`src/rtl/player_input_ctrl.sv`:
```
// Player input front end.
// Merges PS/2 key events and the two MiSTer joystick words into the
// registered player1/player2/pause vectors consumed by the game core.
// Each player's coin goes through a small FSM that emits one fixed-width
// credit pulse and then enforces a lockout gap, so a held or bouncing coin
// input yields exactly one credit.
//
// Coin FSM states (one instance per player):
//   state    | meaning
//   ST_IDLE  | armed, coin out 0, waiting for raw coin
//   ST_PULSE | coin out 1, counting down the pulse width
//   ST_HOLD  | pulse done, waiting for raw coin to drop
//   ST_GAP   | lockout after release, raw coin ignored

module player_input_ctrl #(
   parameter int COIN_PULSE = 100000,
   parameter int COIN_GAP   = 100000
) (
   input  logic        clock,
   input  logic        reset,
   input  logic [10:0] ps2_key,
   input  logic [10:0] joystick_0,
   input  logic [10:0] joystick_1,
   output logic [9:0]  player1,
   output logic [9:0]  player2,
   output logic        pause
);

   localparam int CNT_MAX = (COIN_PULSE > COIN_GAP) ? COIN_PULSE : COIN_GAP;
   localparam int CNT_W   = $clog2(CNT_MAX + 1);
   localparam logic [CNT_W-1:0] PULSE_LOAD = CNT_W'(COIN_PULSE - 1);
   localparam logic [CNT_W-1:0] GAP_LOAD   = CNT_W'(COIN_GAP - 1);

   typedef enum logic [1:0] {
      ST_IDLE  = 2'd0,
      ST_PULSE = 2'd1,
      ST_HOLD  = 2'd2,
      ST_GAP   = 2'd3
   } coin_state_t;

   // Joystick word to player layout {service,coin,start,b3,b2,b1,right,left,down,up}.
   function automatic logic [9:0] js_map(input logic [10:0] js);
      return {js[10], js[8], js[7], js[6], js[5], js[4], js[0], js[1], js[2], js[3]};
   endfunction

   logic              prev_toggle_q;
   logic              key_event;
   logic [9:0]        key1_q, key1_d;
   logic [9:0]        key2_q, key2_d;
   logic              keyp_q, keyp_d;
   logic [9:0]        raw1, raw2;
   logic [8:0]        p1_q, p2_q;
   logic              pause_q;
   logic [1:0]        raw_coin;
   logic [1:0]        coin_on;
   coin_state_t       st_q [2];
   coin_state_t       st_d [2];
   logic [CNT_W-1:0]  cnt_q [2];
   logic [CNT_W-1:0]  cnt_d [2];

   // The extended-key flag plays no part in matching.
   logic unused_ext;
   assign unused_ext = ps2_key[8];

   assign key_event = ps2_key[10] ^ prev_toggle_q;

   // Scan-code decode: on an event the matching key takes the pressed flag.
   always_comb begin
      key1_d = key1_q;
      key2_d = key2_q;
      keyp_d = keyp_q;
      if (key_event) begin
         case (ps2_key[7:0])
            8'h75: key1_d[0] = ps2_key[9];
            8'h72: key1_d[1] = ps2_key[9];
            8'h6B: key1_d[2] = ps2_key[9];
            8'h74: key1_d[3] = ps2_key[9];
            8'h14: key1_d[4] = ps2_key[9];
            8'h11: key1_d[5] = ps2_key[9];
            8'h29: key1_d[6] = ps2_key[9];
            8'h16: key1_d[7] = ps2_key[9];
            8'h2E: key1_d[8] = ps2_key[9];
            8'h46: key1_d[9] = ps2_key[9];
            8'h2D: key2_d[0] = ps2_key[9];
            8'h2B: key2_d[1] = ps2_key[9];
            8'h23: key2_d[2] = ps2_key[9];
            8'h34: key2_d[3] = ps2_key[9];
            8'h1C: key2_d[4] = ps2_key[9];
            8'h1B: key2_d[5] = ps2_key[9];
            8'h15: key2_d[6] = ps2_key[9];
            8'h1E: key2_d[7] = ps2_key[9];
            8'h36: key2_d[8] = ps2_key[9];
            8'h45: key2_d[9] = ps2_key[9];
            8'h4D: keyp_d    = ps2_key[9];
            default: ;
         endcase
      end
   end

   assign raw1     = key1_q | js_map(joystick_0);
   assign raw2     = key2_q | js_map(joystick_1);
   assign raw_coin = {raw2[8], raw1[8]};

   // Coin FSM next-state and counter logic for both players.
   always_comb begin
      for (int i = 0; i < 2; i++) begin
         st_d[i]    = st_q[i];
         cnt_d[i]   = cnt_q[i];
         coin_on[i] = 1'b0;
         case (st_q[i])
            ST_IDLE: begin
               if (raw_coin[i]) begin
                  st_d[i]  = ST_PULSE;
                  cnt_d[i] = PULSE_LOAD;
               end
            end
            ST_PULSE: begin
               coin_on[i] = 1'b1;
               if (cnt_q[i] == '0) st_d[i] = ST_HOLD;
               else                cnt_d[i] = cnt_q[i] - CNT_W'(1);
            end
            ST_HOLD: begin
               if (!raw_coin[i]) begin
                  st_d[i]  = ST_GAP;
                  cnt_d[i] = GAP_LOAD;
               end
            end
            ST_GAP: begin
               if (cnt_q[i] == '0) st_d[i] = ST_IDLE;
               else                cnt_d[i] = cnt_q[i] - CNT_W'(1);
            end
            default: st_d[i] = ST_IDLE;
         endcase
      end
   end

   // Key state, registered outputs and coin FSM state.
   always_ff @(posedge clock) begin
      if (reset) begin
         prev_toggle_q <= ps2_key[10];
         key1_q        <= '0;
         key2_q        <= '0;
         keyp_q        <= 1'b0;
         p1_q          <= '0;
         p2_q          <= '0;
         pause_q       <= 1'b0;
         for (int i = 0; i < 2; i++) begin
            st_q[i]  <= ST_IDLE;
            cnt_q[i] <= '0;
         end
      end else begin
         prev_toggle_q <= ps2_key[10];
         key1_q        <= key1_d;
         key2_q        <= key2_d;
         keyp_q        <= keyp_d;
         p1_q          <= {raw1[9], raw1[7:0]};
         p2_q          <= {raw2[9], raw2[7:0]};
         pause_q       <= keyp_q | joystick_0[9] | joystick_1[9];
         for (int i = 0; i < 2; i++) begin
            st_q[i]  <= st_d[i];
            cnt_q[i] <= cnt_d[i];
         end
      end
   end

   assign player1 = {p1_q[8], coin_on[0], p1_q[7:0]};
   assign player2 = {p2_q[8], coin_on[1], p2_q[7:0]};
   assign pause   = pause_q;

endmodule

```
`config.mk`:
```
export PLATFORM = sky130hd
export DESIGN_NAME = player_input_ctrl
export DESIGN_NICKNAME = d
export VERILOG_FILES = /design/src/rtl/player_input_ctrl.sv
export SDC_FILE = /design/constraint.sdc
export NUM_CORES = 1
export LEC_CHECK = 0
export ABC_AREA = 1
export CORE_UTILIZATION = 55
export CTS_CLUSTER_DIAMETER = 50
export DETAILED_ROUTE_END_ITERATION = 16
export PLACE_DENSITY = 0.78
export SKIP_LAST_GASP = 1
export SLEW_MARGIN = 10
export SYNTH_ARGS = -nofsm -noshare
export SYNTH_HDL_FRONTEND = slang
export SYNTH_SLANG_ARGS = --single-unit
```
`constraint.sdc`:
```
create_clock -name clock -period 2.4 [get_ports clock]
set_input_delay 0.48 -clock clock [delete_from_list [all_inputs] [get_ports clock]]
set_output_delay 0.48 -clock clock [all_outputs]
set_load 0.005 [all_outputs]
```
After elaboration in Yosys (flattened, before gate mapping) --
Memory sizes are Yosys's and may differ from the RTL's. Cells that the tools add are included.
Storage, ports and cells: RAM bits 38, input bits 35, register bits after elaboration 41, output and inout port bits 21, logic and storage cells 119, memories kept 2
Cells by class: bitwise gates (word level) 9, muxes and demuxes 27, reduce and logical (&&, ||, !) cells 27, equal/unequal tests 27, add/subtract/negate cells 2
Memories:
- cnt_q | depth 2, width 17, read ports 2, clocked after memory_dff 0, wr ports 2, line 58 | logic [CNT_W-1:0] cnt_q [2];
- st_q | depth 2, width 2, read ports 2, clocked after memory_dff 0, wr ports 2, line 56 | coin_state_t st_q [2];
Operator list (count):
- 17-bit two-way mux | 8
- 17-bit one-hot mux with 3 select lines | 2
- 8-bit by 5-bit equality test with 1-bit output, second input constant | 7
- 8-bit by 6-bit equality test with 1-bit output, second input constant | 7
- 8-bit by 7-bit equality test with 1-bit output, second input constant | 7
- 2-bit AND reduction | 21
- 17-bit zero test | 2
- 17-bit by 1-bit subtractor with 17-bit output, second input constant | 2
- 2-bit two-way mux | 10
- 10-bit bitwise OR | 2
- 2-bit one-hot mux with 4 select lines | 2
- 2-bit equality test, second input constant | 4
- 1-bit bitwise OR | 6
- 1-bit two-way mux | 5
- 2-bit by 1-bit equality test with 1-bit output, second input constant | 2
- 2-bit zero test | 2
- 2-bit OR reduction | 2
- 1-bit bitwise XOR | 1

Depth between registers and ports, before layout --
Gate-level depths: netlist (run 1).
depth in word-level cells 4, gate-level depth with buffers 11, gate-level depth less buffers 11

Least setup slack after synthesis (run 1) --
Ideal clock, no wire load.
kind register to register, from mem st_q[0][1] (netlist bit), to mem cnt_q[0][10] (netlist bit), data arrival time 1551 ps, path buffers 1, clock period less this slack 1691 ps, required time 2260 ps, library setup time 140 ps, setup slack 709 ps, cell stages (with the launch flop) 12, cell sequence dfxtp_1 inv_1 ha_1 nor2_1 nand2_1 nand2_1 nand2_2 nand2_4 inv_2 buf_2 nand2_1 a21oi_1
RTL lines (line):
- from (decl) | 56
- to (decl) | 58

==> flow_summary.json, run 1 <==
{
  "final.setup.tns_ns": 0,
  "hp-start": "key1_q[1]$_SDFFE_PP0P_",
  "critical_path_class": "register to primary output",
  "syn_to_final_growth_pct": 19.3,
  "maxSlewHeadroom": 0.534,
  "syn_inst": 629,
  "h-tree-depth": 3,
  "ys_types": 29,
  "dpl-instance-area_mm2": 0.00476,
  "crit_path_end_kind": "primary output",
  "viasPerCell": 5.16,
  "rsz0062_at_grt": "no",
  "ctsLongestPathBuffers": 2,
  "r2r_cells": 11,
  "cap_violations": 0,
  "finalHoldViolCount": 0,
  "seq_area_mm2": 0.00158,
  "peakVddDrop_uv": 373,
  "drive_above_1_share": 0.0813,
  "grt_pass1_vias": 3710,
  "fin_crit_ns": 1.96,
  "setup_viol": 0,
  "ys_seq_area_frac": 0.381,
  "yosys.area.top_type_share": 0.381,
  "yosysMostFrequentCell": "nand2_1",
  "post-route-period-util": 0.816,
  "ys.flop_type": "dfxtp_1",
  "insertion_delay_ns": 0.36,
  "grt_first_pass_wirelength_um": 15400,
  "crit_required_ns": 1.92,
  "holdWs_ns": 0.456,
  "cts_sinks": 79,
  "syn_nets": 674,
  "grt_max_degree": 61,
  "cts_tree": "yes",
  "first_iter_violations": 172,
  "cts_made_buffers": 9,
  "netlist_top_cells_area": "dfxtp_1 (38%), nand2_1 (13%), nor2_1 (12%), nand3_1 (7.0%), a21oi_1 (5.4%)",
  "whs_endpoint": "key1_q[1]$_SDFFE_PP0P_",
  "place_ws_ns": 0.288,
  "drc": 0,
  "crit_path_max_fanout": 3,
  "portBuffers": 54,
  "critPathLaunchType": "register",
  "r2r_start": "st_q[0][3]$_SDFFE_PP0P_",
  "status": "finished, final reports clean",
  "synth_top_cell_by_area": "dfxtp_1",
  "fin_nets": 729,
  "worst_hold_path.num_cells": 2,
  "slew_violations": 0,
  "hold_path_class": "register to register",
  "hpwl_um": 6680,
  "die_width_um": 88.9,
  "clkTransAtPathRegs_ns": 0.10,
  "postLayoutSetupSlackWorst_ns": 0.441,
  "rows": 31,
  "skew_ns": 0.0109,
  "finish.utilization": 0.682,
  "multi_input_comb_area_mm2": 0.00224,
  "tightestPinTransition_ns": 0.699,
  "cts_hold_buf": 0,
  "cts-resized-gates": 0,
  "num_antenna_cells": 0,
  "antenna_found_initial": 0,
  "ys_warn_count": 0,
  "drtPass1Iterations": 4,
  "synth.avg_cell_area_um2": 6.60,
  "ys_ff_latch": 79,
  "die_y_um": 88.9,
  "avgRoutedWirePerCell_um": 11.7,
  "nFillCells": 672,
  "grt_use_total": 0.250,
  "clockRootBuffer": "clkbuf_8",
  "synthesis.area_mm2": 0.00415,
  "power.leakage_uw": 0.00216,
  "vias": 4070,
  "overflow": 0,
  "critPathArrivalTime_ns": 1.48,
  "gp_congestion": 0.963,
  "detail-route-antenna-nets": 0,
  "synth-edff-count": 0,
  "dieArea_mm2": 0.00790,
  "start_util": 0.572,
  "core_mm2": 0.00725,
  "synthTopCellsByCount": "nand2_1 (143), nor2_1 (138), dfxtp_1 (79), inv_1 (60), nand3_1 (58)",
  "r2r_end": "cnt_q[0][17]$_SDFFE_PP0P_",
  "totalWireLength_um": 9190,
  "post-cts-setup-buffers": 0,
  "synthArstFlopShare": 0,
  "ioPinCount": 56,
  "stdcell_area_mm2": 0.00495,
  "power.density_mw_per_mm2": 1080,
  "reg2reg_slack_ns": 0.53,
  "fmax_mhz": 510
}
## metrics by stage
| step | power (uW) | std cells |
|---|---|---|
| floorplan | 3880 | 629 |
| global placement | 4280 | 772 |
| detailed placement | 4390 | 772 |
| CTS | 5360 | 788 |
| global route | 5820 | 788 |
| finish | 5330 | 788 |
## worst max-delay path by stage
stage                     slack [ns]               startpoint                        end  depth (start not counted)
after CTS                       0.41  st_q[0][1]$_SDFFE_PP0P_                 player1[8]                          3
after global routing            0.33  st_q[0][1]$_SDFFE_PP0P_   cnt_q[0][0]$_SDFFE_PP0P_                         11
final                           0.44  st_q[0][1]$_SDFFE_PP0P_                 player1[8]                          3
after detailed placement        0.29               ps2_key[7]     key1_q[5]$_SDFFE_PP0P_                          7
after floorplan                 0.71  st_q[0][1]$_SDFFE_PP0P_  cnt_q[0][10]$_SDFFE_PP0P_                         11
after global placement          0.37               ps2_key[7]     key1_q[5]$_SDFFE_PP0P_                          7
## flip-flops by register name, summed over array words and instances, names as in the netlist
register / cells
pause: 1
prev_toggle_q: 1
key2_q: 10
key1_q: 10
p1_q: 9
p2_q: 9
st_q: 4
keyp_q: 1
cnt_q: 34
## per-layer routing
layer,wire length (um),global-route usage,vias up,share of wire
met5,0,0,-,0
met1,4090,0.303,1853,0.44
li1,-,-,2106,-
met4,149,0.0909,0,0.016
met3,440,0.0672,13,0.048
met2,4510,0.427,98,0.49
## where the power goes
part / total, uW / switching [uW] / internal, uW
clock network: 955 / 553 / 403
registers: 1750 / 211 / 1540
logic: 2620 / 1690 / 934
## placed cells by master (no fill, tap or decap), types with 3 or more instances in the layout
master	instances
inv_1	60
buf_4	6
clkdlybuf4s50_1	53
a21oi_2	9
nor3_1	15
xor2_1	3
dfxtp_1	79
nand2_2	6
or2_2	8
ha_1	10
nor2_4	3
a21oi_1	45
nand2_1	143
inv_8	3
nand3b_1	4
nand4_1	5
nor2_1	138
o21ai_0	13
o21bai_1	3
clkbuf_8	9
nand3_1	58
## final cells by class
class / instances / share of cell area
tap: 99 / 0.0250
clock buffer: 9 / 0.0250
sequential: 79 / 0.320
multi-input combinational: 472 / 0.453
inverter: 62 / 0.0470
clock inverter: 7 / 0.0131
timing repair buffer: 60 / 0.117
## critical path, stage by stage (launching register included)
cell and delay, ns:
dfxtp_1 0.34, inv_1 0.10, ha_1 0.18, clkdlybuf4s50_1 0.51
## cells by family after synthesis
family / count (synthesis) / synth area share
fa+ha+maj: 10 / 0.0302
xor+xnor: 4 / 0.00845
compound gates: 72 / 0.0986
buf+inv: 78 / 0.0784
flops: 79 / 0.381
simple gates: 386 / 0.403
(Power assumes the default switching activity.)
==> inputs of run 2 (changes only) <==
Clock period 2.4 ns to 2 ns, I/O delays scaled along.
==> flow_summary.json, run 2 (synthesis gave the netlist of run 1 again) <==
{
  "totalWireLength_um": 9400,
  "maxSlewHeadroom": 0.516,
  "critPathLaunchType": "register",
  "insertion_delay_ns": 0.36,
  "post-cts-setup-buffers": 0,
  "start_util": 0.572,
  "largest_reg_flops": 34,
  "numPlacedInstances": 781,
  "fin_crit_ns": 1.88,
  "crit_chain": "inv_1 > ha_1 > clkdlybuf4s50_1",
  "crit_path_max_fanout": 3,
  "fin_nets": 738,
  "cts_made_buffers": 9,
  "cp_slowest_cell": "clkdlybuf4s50_1",
  "clkTransAtPathRegs_ns": 0.09,
  "dpl-instance-area_mm2": 0.00483,
  "tightestPinTransition_ns": 0.725,
  "stdcell_area_mm2": 0.00501,
  "first_iter_violations": 252,
  "rsz0062_at_grt": "no",
  "cts-resized-gates": 0,
  "power.density_mw_per_mm2": 1280,
  "die_width_um": 88.9,
  "hpwl_um": 6770,
  "die_y_um": 88.9,
  "drc": 0,
  "finalHoldViolCount": 0,
  "slew_violations": 0,
  "crit_path_end_kind": "primary output",
  "grt_use_total": 0.257,
  "cts_hold_buf": 0,
  "cts_sinks": 79,
  "setup_viol": 0,
  "core_mm2": 0.00725,
  "final_common_cell": "nand2_1",
  "stdcell_count": 797,
  "reg2reg_slack_ns": 0.21,
  "ioPinCount": 56,
  "final.setup.tns_ns": 0,
  "power.total_uw": 6430,
  "grt_pass1_vias": 3729,
  "vias": 4079,
  "avgRoutedWirePerCell_um": 11.8,
  "gp_congestion": 0.922,
  "rows": 31,
  "status": "finished, final reports clean",
  "cap_violations": 0,
  "power.leakage_uw": 0.00220,
  "clockRootBuffer": "clkbuf_8",
  "detail-route-antenna-nets": 0,
  "antenna_found_initial": 0,
  "peakVddDrop_uv": 521,
  "top_register": "cnt_q",
  "syn_to_final_growth_pct": 20.7,
  "ctsLongestPathBuffers": 2,
  "cts_tree": "yes",
  "skew_ns": 0.0109,
  "grt_first_pass_wirelength_um": 16000,
  "top_regs": "cnt_q (34), key1_q (10), key2_q (10)",
  "dieArea_mm2": 0.00790,
  "fmax_mhz": 531,
  "drtPass1Iterations": 5,
  "num_antenna_cells": 0,
  "crit_required_ns": 1.60,
  "viasPerCell": 5.12,
  "critPathArrivalTime_ns": 1.48,
  "grt_max_degree": 61,
  "portBuffers": 54,
  "overflow": 0,
  "final_cell_mix": "nand2_1 (143), nor2_1 (138), dfxtp_1 (79)",
  "post-route-period-util": 0.941,
  "critical_path_class": "register to primary output",
  "slowest_delay_ns": 0.51,
  "drive_above_1_share": 0.0931,
  "h-tree-depth": 3,
  "hold_path_class": "register to register"
}
-- run 2: changes by cell type in the layout (fill, tap and decap cells not counted) --
cell	delta
buf_4	+9
inv_8	-3
clkinvlp_4	+2
inv_6	+2
clkinv_4	-1
-- run 2: per-layer routing --
metal | wire length [um] | vias up | global-route usage
li1 | - | 2126 | -
met2 | 4470 | 104 | 0.440
met1 | 4350 | 1833 | 0.327
met5 | 0 | - | 0
met3 | 453 | 16 | 0.0485
met4 | 123 | 0 | 0.0777
-- run 2: power breakdown --
group          switching (uW)  total [uW]  internal [uW]
sequential                254        2110           1850
combinational            2040        3220           1180
clock                     642        1100            463
total                    2940        6430           3490
-- run 2: final timing paths --
path,from,to,cells after the start
setup / recovery,st_q[0][1]$_SDFFE_PP0P_,player1[8],3
hold / removal,key1_q[1]$_SDFFE_PP0P_,key1_q[1]$_SDFFE_PP0P_,2
hold reg to reg,key1_q[1]$_SDFFE_PP0P_,key1_q[1]$_SDFFE_PP0P_,2
setup reg to reg,st_q[0][1]$_SDFFE_PP0P_,cnt_q[0][0]$_SDFFE_PP0P_,10
-- run 2: stage by stage --
step	hold slack, ns	util	worst slack, ns
2_1_floorplan	0.424	-	0.309
3_3_place_gp	0.439	0.666	0.0987
3_5_place_dp	0.438	0.666	0.0542
4_1_cts	0.455	0.690	0.115
5_1_grt	0.460	0.690	0.0370
6_report	0.451	0.690	0.118
-- run 2: final cells by class --
type                            count  area [um2]
Clock buffer                        9         124
Clock inverter                      7        55.1
Fill cell                         654        2250
Inverter                           62         233
Multi-Input combinational cell    472        2240
Sequential cell                    79        1580
Tap cell                           99         124
Timing Repair Buffer               69         648
-- run 2: critical path: cells and delay by family, from the launching register on --
kind | cells | cell delay, ns
buf+inv | 2 | 0.61
fa+ha+maj | 1 | 0.18
flops | 1 | 0.34
==> inputs of run 3 (changes only) <==
==> constraint.sdc (replaced) <==
create_clock -name clock -period 2.3 [get_ports clock]
set_input_delay 0.345 -clock clock [delete_from_list [all_inputs] [get_ports clock]]
set_output_delay 0.345 -clock clock [all_outputs]
set_load 0.005 [all_outputs]
==> flow_summary.json, run 3 (synthesis gave the netlist of run 1 again) <==
{
  "status": "finished, final reports clean",
  "core_mm2": 0.00725,
  "insertion_delay_ns": 0.36,
  "ioPinCount": 56,
  "syn_to_final_growth_pct": 19.1,
  "hp-start": "key2_q[4]$_SDFFE_PP0P_",
  "postLayoutSetupSlackWorst_ns": 0.398,
  "holdWs_ns": 0.454,
  "overflow": 0,
  "num_antenna_cells": 0,
  "fin_nets": 728,
  "grt_first_pass_wirelength_um": 16500,
  "crit_chain": "inv_1 > ha_1 > nor2_1 > buf_4 > nand2_1 > nand2_1 > nand2_2 > nand2_4 > inv_2 > o21ai_0 > nor2_1",
  "stdcell_area_mm2": 0.00494,
  "skew_ns": 0.0142,
  "ctsLongestPathBuffers": 2,
  "grt_max_degree": 61,
  "post-cts-setup-buffers": 0,
  "final.setup.tns_ns": 0,
  "vias": 4089,
  "crit_path_end_kind": "register",
  "largest_reg_flops": 34,
  "avgRoutedWirePerCell_um": 12.2,
  "drc": 0,
  "rsz0062_at_grt": "no",
  "crit_path_max_fanout": 16,
  "cts_tree": "yes",
  "post-route-period-util": 0.827,
  "antenna_found_initial": 0,
  "start_util": 0.572,
  "multi_input_comb_area_mm2": 0.00224,
  "critPathArrivalTime_ns": 2.15,
  "place_ws_ns": 0.228,
  "path_buf_inv": 3,
  "maxSlewHeadroom": 0.523,
  "cts_hold_buf": 0,
  "cp_slowest_cell": "dfxtp_1",
  "power.leakage_uw": 0.00215,
  "die_y_um": 88.9,
  "fmax_mhz": 526,
  "slowest_delay_ns": 0.36,
  "peakVddDrop_uv": 472,
  "final_cell_mix": "nand2_1 (143), nor2_1 (138), dfxtp_1 (79)",
  "crit_required_ns": 2.55,
  "r2r_start": "st_q[0][3]$_SDFFE_PP0P_",
  "clockRootBuffer": "clkbuf_8",
  "hpwl_um": 6900,
  "die_width_um": 88.9,
  "drtPass1Iterations": 5,
  "slew_violations": 0,
  "top_register": "cnt_q",
  "dieArea_mm2": 0.00790,
  "tightestPinTransition_ns": 0.715,
  "critPathLaunchType": "register",
  "setup_viol": 0,
  "cp-startpoint": "st_q[0][3]$_SDFFE_PP0P_",
  "critical_path_class": "register to register",
  "hold_path_class": "register to register",
  "grt_use_total": 0.269,
  "fin_crit_ns": 1.90,
  "power.density_mw_per_mm2": 1140,
  "portBuffers": 54,
  "cts_made_buffers": 9,
  "cap_violations": 0,
  "cts-resized-gates": 0,
  "first_iter_violations": 199,
  "seq_area_mm2": 0.00158,
  "drive_above_1_share": 0.0799,
  "finalHoldViolCount": 0,
  "totalWireLength_um": 9610,
  "h-tree-depth": 3,
  "top_regs": "cnt_q (34), key1_q (10), key2_q (10)",
  "detail-route-antenna-nets": 0,
  "dpl-instance-area_mm2": 0.00475,
  "grt_pass1_vias": 3915,
  "clkTransAtPathRegs_ns": 0.09,
  "cts_sinks": 79,
  "gp_congestion": 0.960,
  "viasPerCell": 5.20,
  "crit_family": "simple AND/OR/NAND/NOR gates",
  "rows": 31,
  "nFillCells": 666,
  "final_common_cell": "nand2_1"
}
==> run 3: through the flow <==
step,power (uW),util,std cells
floorplan,4050,-,629
global placement,4470,0.655,771
detailed placement,4600,0.655,771
CTS,5620,0.682,787
global route,6140,0.682,787
finish,5610,0.682,787
==> run 3: cell type report <==
| cell class | instances | area share |
|---|---|---|
| multi-input cells | 472 | 0.454 |
| well taps | 99 | 0.0251 |
| clock buffers | 10 | 0.0278 |
| inverters | 62 | 0.0471 |
| flip-flops and latches | 79 | 0.320 |
| repair buffers | 59 | 0.116 |
| clock inverters | 6 | 0.0106 |
==> run 3: worst paths after layout <==
path                               endpoint  slack, ns  cells past startpoint
setup / recovery  cnt_q[0][17]$_SDFFE_PP0P_       0.40                     11
hold / removal       key2_q[4]$_SDFFE_PP0P_       0.45                      2
setup reg to reg  cnt_q[0][17]$_SDFFE_PP0P_       0.40                     11
hold reg to reg      key2_q[4]$_SDFFE_PP0P_       0.45                      2
==> run 3: report_power, final <==
part	switching (uW)	internal, uW
clock network	561	438
registers	226	1610
logic	1800	972
==> run 3: layer usage <==
metal  wire length [um]  track usage
met5                  0            0
met4                164       0.0953
met3                541       0.0765
met2               4680        0.473
met1               4220        0.311
==> run 3: tightest hold or removal path, cell delays in order (launching register included) <==
cell	delay (ns)
dfxtp_1	0.32
inv_1	0.05
a21oi_1	0.05
